**src/rtl/cpu_defs_pkg.sv**
```systemverilog
// Shared fetch-side types and defaults for the instruction fetch queue.
package cpu_defs;

    localparam int unsigned IFQ_DEPTH = 16;

    typedef struct packed {
        logic [31:0] pc;
        logic [31:0] instr;
    } fetch_entry_t;

endpackage

```
**src/rtl/instr_fetch_queue_regfile.sv**
```systemverilog
// DEPTH-entry instruction storage: two write ports, two combinational read ports, no data reset.
module ifq_regfile
    import cpu_defs::*;
#(
    parameter int unsigned DEPTH     = IFQ_DEPTH,
    parameter int unsigned PTR_WIDTH = $clog2(DEPTH)
) (
    input  logic                 clk,
    input  logic                 we0,
    input  logic [PTR_WIDTH-1:0] waddr0,
    input  fetch_entry_t         wdata0,
    input  logic                 we1,
    input  logic [PTR_WIDTH-1:0] waddr1,
    input  fetch_entry_t         wdata1,
    input  logic [PTR_WIDTH-1:0] raddr0,
    output fetch_entry_t         rdata0,
    input  logic [PTR_WIDTH-1:0] raddr1,
    output fetch_entry_t         rdata1
);

    fetch_entry_t mem_q [DEPTH];

    // The two write addresses are always distinct (tail and tail+1).
    always_ff @(posedge clk) begin
        if (we0) mem_q[waddr0] <= wdata0;
        if (we1) mem_q[waddr1] <= wdata1;
    end

    assign rdata0 = mem_q[raddr0];
    assign rdata1 = mem_q[raddr1];

endmodule

```
**src/rtl/instr_fetch_queue.sv**
```systemverilog
// Circular instruction queue between I-cache and decode: splits 64-bit packets, presents two per cycle.
// Optional IFQ_BYPASS_EN: incoming instructions drive out_* in the same cycle when the queue is empty.
module instr_fetch_queue
    import cpu_defs::*;
#(
    parameter  int unsigned DEPTH     = IFQ_DEPTH,
    localparam int unsigned PTR_WIDTH = $clog2(DEPTH)
) (
    input  logic               clk,
    input  logic               rst,
    input  logic               flush,
    input  logic               fetch_valid,
    input  logic [31:0]        fetch_pc,
    input  logic [63:0]        fetch_data,
    output logic               fetch_ready,
    input  logic [1:0]         pop_cnt,
    output logic [1:0]         out_valid,
    output logic [63:0]        out_instr,
    output logic [63:0]        out_pc,
    output logic [PTR_WIDTH:0] count
);

    localparam int unsigned CW = PTR_WIDTH + 1;

    logic [PTR_WIDTH-1:0] head_q, head_d, tail_q, tail_d;
    logic [CW-1:0]        count_q, count_d;
    logic                 push, bypass, we0, we1;
    logic [1:0]           push_n, pop_n, avail;
    fetch_entry_t         in0, in1, rd0, rd1, wd0, wd1, slot0, slot1;
    logic                 unused_pc_bits;

    assign unused_pc_bits = ^fetch_pc[1:0];

    // Packet split: slot 0 of a PC[2]=1 packet is the upper word.
    always_comb begin
        in0.pc    = {fetch_pc[31:2], 2'b00};
        in0.instr = fetch_pc[2] ? fetch_data[63:32] : fetch_data[31:0];
        in1.pc    = {fetch_pc[31:2], 2'b00} + 32'd4;
        in1.instr = fetch_data[63:32];
    end

    assign fetch_ready = (count_q <= CW'(DEPTH - 2));
    assign push        = fetch_valid & fetch_ready & ~flush;
    assign push_n      = push ? (fetch_pc[2] ? 2'd1 : 2'd2) : 2'd0;

    always_comb begin
        bypass = 1'b0;
`ifdef IFQ_BYPASS_EN
        bypass = push & (count_q == '0);
`endif
    end

    // Output view, pop clamp and pointer/count update.
    always_comb begin
        avail     = (count_q >= CW'(2)) ? 2'd2 : count_q[1:0];
        out_valid = {count_q >= CW'(2), count_q != '0};
        slot0     = rd0;
        slot1     = rd1;
        if (bypass) begin
            avail     = push_n;
            out_valid = {push_n == 2'd2, 1'b1};
            slot0     = in0;
            slot1     = in1;
        end
        pop_n     = (pop_cnt > avail) ? avail : pop_cnt;
        out_instr = {slot1.instr, slot0.instr};
        out_pc    = {slot1.pc, slot0.pc};

        head_d  = head_q + (bypass ? '0 : PTR_WIDTH'(pop_n));
        tail_d  = tail_q + PTR_WIDTH'(push_n) - (bypass ? PTR_WIDTH'(pop_n) : '0);
        count_d = count_q + CW'(push_n) - CW'(pop_n);
        if (flush) begin
            head_d  = '0;
            tail_d  = '0;
            count_d = '0;
        end
    end

    // In bypass only the instructions decode did not consume are written.
    always_comb begin
        we0 = push;
        we1 = push & ~fetch_pc[2];
        wd0 = in0;
        wd1 = in1;
        if (bypass) begin
            if (pop_n != 2'd0) wd0 = in1;
            we0 = push_n > pop_n;
            we1 = (push_n == 2'd2) && (pop_n == 2'd0);
        end
    end

    always_ff @(posedge clk or posedge rst) begin
        if (rst) begin
            head_q  <= '0;
            tail_q  <= '0;
            count_q <= '0;
        end else begin
            head_q  <= head_d;
            tail_q  <= tail_d;
            count_q <= count_d;
        end
    end

    assign count = count_q;

    ifq_regfile #(
        .DEPTH    (DEPTH),
        .PTR_WIDTH(PTR_WIDTH)
    ) u_regfile (
        .clk   (clk),
        .we0   (we0),
        .waddr0(tail_q),
        .wdata0(wd0),
        .we1   (we1),
        .waddr1(tail_q + PTR_WIDTH'(1)),
        .wdata1(wd1),
        .raddr0(head_q),
        .rdata0(rd0),
        .raddr1(head_q + PTR_WIDTH'(1)),
        .rdata1(rd1)
    );

`ifndef SYNTHESIS
    a_pop_legal: assert property (@(posedge clk) disable iff (rst)
        (32'(pop_cnt) <= $countones(out_valid)));
`endif

endmodule

```
**config.mk**
```make
export PLATFORM = sky130hd
export DESIGN_NAME = instr_fetch_queue
export DESIGN_NICKNAME = d
export VERILOG_FILES = /design/src/rtl/cpu_defs_pkg.sv /design/src/rtl/instr_fetch_queue_regfile.sv /design/src/rtl/instr_fetch_queue.sv
export SDC_FILE = /design/constraint.sdc
export NUM_CORES = 2
export LEC_CHECK = 0
export ABC_AREA = 1
export BUFFER_PORTS_ARGS = -buffer_cell sky130_fd_sc_hd__buf_4
export CAP_MARGIN = 10
export CORE_ASPECT_RATIO = 0.9
export CORE_MARGIN = 2
export CORE_UTILIZATION = 45
export DETAILED_ROUTE_END_ITERATION = 7
export HOLD_SLACK_MARGIN = 0.08
export SLEW_MARGIN = 20
export SYNTH_ARGS = -nofsm -noshare
export SYNTH_HDL_FRONTEND = slang
export SYNTH_SLANG_ARGS = --single-unit
```
**constraint.sdc**
```tcl
create_clock -name clk -period 6.6 [get_ports clk]
set_clock_uncertainty 0.2 [all_clocks]
set_input_delay 0.66 -clock clk [delete_from_list [all_inputs] [get_ports clk]]
set_output_delay 0.66 -clock clk [all_outputs]
set_load 0.01 [all_outputs]
```
# == After elaboration in Yosys (flattened, before gate mapping) ==
# Memories as Yosys holds them, arrays and structs flattened.
# Cells that the tools add are included.
# totals
ramBits,1024
out_inout_bits,136
ff_bits,13
input_bits,102
word_cells,32
mem_count,1
# mem_list
name,words,word_bits,read_ports,rd_ports_with_merged_regs,write_ports,line_no,rtl
u_regfile.mem_q,16,64,2,0,2,instr_fetch_queue_regfile.sv:21,fetch_entry_t mem_q [DEPTH];
# op_classes
add_sub_neg,7
order_cmp,3
reduce_logical,1
bitwise_logic,5
muxes,12
# ops
op,n
$add 32x3->32 const B,1
$mux 32,1
$add 4x1->4 const B,2
$add 4x2->4,2
$mux 2,4
$mux 4,2
$add 5x2->5,1
$ge 5x2->1 const B,1
$le 5x4->1 const B,1
$mux 5,1
$reduce_bool 5->1,1
$sub 5x2->5,1
$mux 1,4
$and 1x1->1,3
$gt 2x2->1,1
$not 1->1,2

# == Logic depth before layout (Yosys ltp) ==
# depth
word_depth,7
depth_mapped,22
ltp_nobuf,22

# == Cells and area by module ==
# From an unflattened synthesis, not the netlist that was laid out.
# hier_totals
cells_unflattened,9440
area_unflattened_um2,67026.8
# by_module_without_submodules
module,area_per_inst_um2,seq_area_each_um2,cells_per_inst,n_inst
ifq_regfile,64757.1,30749.5,9041,1
instr_fetch_queue,2269.7,325.3,399,1

# == Worst setup path before layout ==
# No wires, ideal clock.
# synth_path
kind,register to register
startpoint,"register count_q[4], in the netlist count[4]"
endpoint,"memory u_regfile.mem_q[2][0] (netlist bit), enable pin"
path_slack_ns,2.905
required_time_ns,5.979
path_buffers,3
t_arrival_ns,3.073
path_stages_with_launch,11
cell_sequence,dfrtp_1 -> inv_1 -> ha_1 -> inv_1 -> nor2_1 -> a21oi_4 -> buf_8 -> nand4_4 -> buf_6 -> buf_2 -> nand2_1
# synth_lines
item,line_no,rtl
from (decl),instr_fetch_queue.sv:26,"logic [CW-1:0] count_q, count_d;"
from (signal assigned),instr_fetch_queue.sv:100,count_q <= count_d;
to (decl),instr_fetch_queue_regfile.sv:21,

# == Final worst setup path ==
# layout_path
startpoint,register head_q[0]
endpoint,output port out_instr[58]
# layout_between
elab_chain_cells,2
# layout_rtl
item,line_no,rtl
from (decl),instr_fetch_queue.sv:25,"logic [PTR_WIDTH-1:0] head_q, head_d, tail_q, tail_d;"
from (signal assigned),instr_fetch_queue.sv:94,head_q <= '0;
from (signal assigned),instr_fetch_queue.sv:98,head_q <= head_d;
$add 4x1->4,instr_fetch_queue.sv:119,".raddr1(head_q + PTR_WIDTH'(1)),"
$mem_v2 16x64,-,
to (decl),instr_fetch_queue.sv:18,"output logic [63:0] out_instr,"
# No other way between the ends.

==> run_results.csv <==
group,metric,value,unit
synth,async_flop_share,1.29,%
global_routing,grt_pass1_wl,309000,um
synth,yosys_register_bits,1005,
placement,port_buffers,231,
timing,totalNegativeSetupSlack,0,ns
floorplan,fp.dieW,389,um
timing,slew_viol_final,0,
min_path,worstHoldStart,"fetch_pc[3]",
global_routing,grt_use_total,30.3,%
synth,yosys_warnings,0,
setup_path,worstSetupStartpointType,"register",
clocking,htreeDepth,3,
floorplan,fp.dieArea,137000,um2
routing,viasPerCell,6.06,
setup_path,r2r_slack,1.95,ns
setup_path,crit-reg2reg-capture,"u_regfile.mem_q[7][41]$_DFFE_PP_",
global_routing,grt_pass1_vias,47700,
timing,slew-limit-headroom,17.6,%
global_routing,antenna_found_initial,7,
routing,drt_pass1_iterations,7,
finish,synthToLayoutAreaGrowth,7.80,%
timing,worst_pin_slew,1.24,ns
placement,dp.final_hpwl,113000,um
routing,routed_wl,213000,um
power_and_ir_drop,p_leak,25.5,nW
clocking,cts-root-buf,"clkbuf_16",
timing,setup-violations-final,0,
synth,synth_commonest_cells,"1830 x nand2_1, 1031 x o21ai_0, 992 x edfxtp_1",
placement,dp_slack,1.85,ns
routing,avgRoutedWirePerCell,24.4,um
setup_path,worstReg2RegStart,"count[4]$_DFF_PP0_",
clocking,ctsHoldBuffers,16,
synth,synth_top_cell_area_share,49.5,%
min_path,hp-class,"in -> reg",
synth,yosysMostFrequentCell,"nand2_1",
finish,fin_nets,7028,
synth,synth_top_cell_by_area,"edfxtp_1",
routing,vias,53000,
floorplan,ios,238,
floorplan,die_y,351,um
clocking,clock_sinks,1005,
setup_path,crit_arrival,4.48,ns
setup_path,cp_max_fo,130,
placement,globalplace.congestion,0.840,
clocking,cts_setup_buffers,0,
timing,layout_min_cycle_time,5.34,ns
global_routing,grt_overflow,0,
synth,synth_area_leaders,"edfxtp_1 50%, nand2_1 11%, o21ai_0 8.6%, nand3_1 6.3%, o211ai_1 6.2%",
synth,synth_cell_types,41,
outcome,status,"finished, final reports clean",
clocking,cts.reportedPaths.clkPinSlew,0.06,ns
finish,nFillCells,12400,
setup_path,crit_type,"reg -> out",
routing,drt-initial-drc-count,7208,
timing,period_share,80.9,%
flow_run,drv_cap,0,
synth,syn_area,60200,um2
clocking,clock_path_buffers,3,
floorplan,core,133000,um2
clocking,cts_tree,"done",
min_path,min_to,"u_regfile.mem_q[8][35]$_DFFE_PP_",
synth,yosys_most_used_dff,"edfxtp_1",
floorplan,initial_core_util,45.2,%
synth,avgSynthCellArea,8.19,um2
synth,ys_seq_area_share,50.0,%
routing,ant_nets,0,
timing,max_freq,0.187,GHz
min_path,hold_depth,3,
clocking,clk_latency,0.75,ns
setup_path,required,5.74,ns
timing,timing.final.ws_setup,1.26,ns
clocking,cts_inserted_buffers,114,
clocking,cts_resized,0,
setup_path,rr_worst_depth,11,
power_and_ir_drop,power_density,421,nW/um2
synth,synthCells,7347,
synth,synth_edf_count,992,
global_routing,grt_max_degree,272,
setup_path,crit_path_end_kind,"primary output",
timing,hold_violations,0,
finish,drive_above_1_share,8.26,%
routing,drc,0,
power_and_ir_drop,max-vdd-ir-drop,665,uV
timing,rsz0062_at_grt,"no",
floorplan,rows,127,
[where the power goes]
group	total [W]	switching, W	internal [W]
Sequential	0.00738	0.000197	0.00718
Clock	0.00599	0.00269	0.00330
Combinational	0.0139	0.00926	0.00465
[metrics by stage]
stage          hold slack, ns  util [%]  cells  cell area [um2]  power, W
2_1_floorplan           0.337         -   7350            60200    0.0165
3_3_place_gp            0.380      46.0   8508            61200    0.0209
3_5_place_dp            0.388      46.0   8510            61200    0.0211
4_1_cts                 0.100      48.7   8735            64800    0.0270
5_1_grt                 0.168      48.8   8739            64900    0.0288
6_report                0.167      48.8   8739            64900    0.0273
[cells in the final DEF (no fill, tap or decap), drive strengths merged, types with 2 or more instances in the layout]
cell type and count:
bufinv 3, clkinv 56, dlygate4sd3 16, dfrtp 13, nor2 52, o21ai 1129, ha 19, xor2 5
edfxtp 992, xnor2 6, clkinvlp 2, a21oi 502, nand3 759, o211ai 496, conb 4, nand4 23
buf 335, clkbuf 155, inv 585, nand2 1835, diode 2, fa 4, nand3b 2
[critical path, cell delays in order (launching register included)]
cell      delay, ns
dfrtp_4        1.09
buf_6          0.75
buf_4          0.91
nand2_1        0.13
o211ai_1       0.12
nand3_1        0.10
nand3_1        0.15
nand2_1        0.15
buf_4          0.18
[worst max-delay path by stage]
stage | startpoint | to | slack [ns]
2_1_floorplan | count[4]$_DFF_PP0_ | u_regfile.mem_q[2][0]$_DFFE_PP_ | 2.91
3_3_place_gp | head_q[0]$_DFF_PP0_ | out_instr[49] | 1.93
3_5_place_dp | head_q[0]$_DFF_PP0_ | out_instr[58] | 1.85
4_1_cts | head_q[0]$_DFF_PP0_ | out_instr[58] | 1.06
5_1_grt | head_q[0]$_DFF_PP0_ | out_instr[58] | 1.03
6_report | head_q[0]$_DFF_PP0_ | out_instr[58] | 1.26
[area by class of cell]
| class | count | area [um2] | area share, % |
|---|---|---|---|
| diodes | 2 | 5.00 | 0.00772 |
| well taps | 1741 | 2180 | 3.36 |
| flip-flops and latches | 1005 | 30100 | 46.4 |
| clock inverters | 54 | 353 | 0.544 |
| clock buffers | 155 | 3030 | 4.67 |
| multi-input cells | 4839 | 24000 | 37.0 |
| inverters | 592 | 2260 | 3.48 |
| repair buffers | 351 | 2910 | 4.49 |
[registers in the layout, indices dropped and copies added, names as in the netlist]
signal / cells
u_regfile.mem_q: 992
count: 5
head_q: 4
tail_q: 4
[metal layers]
metal | up-vias | global-route usage [%] | wire (um) | share of wire [%]
met5 | - | 0 | 23 | 0.011
met4 | 4 | 12.6 | 9370 | 4.4
met3 | 534 | 5.60 | 24300 | 11
met2 | 3131 | 47.5 | 94800 | 44
met1 | 24900 | 41.2 | 84700 | 40
li1 | 24300 | - | - | -
[cell families after synthesis]
kind of cell,count (synthesis),synth area share [%]
buf+inv,1506,10.5
simple gates,2671,18.7
other cells,1,0.00623
fa+ha+maj,23,0.528
flops,1005,50.0
compound gates,2130,19.9
xor+xnor,11,0.241
No activity file was read; power rests on OpenSTA's default activity.
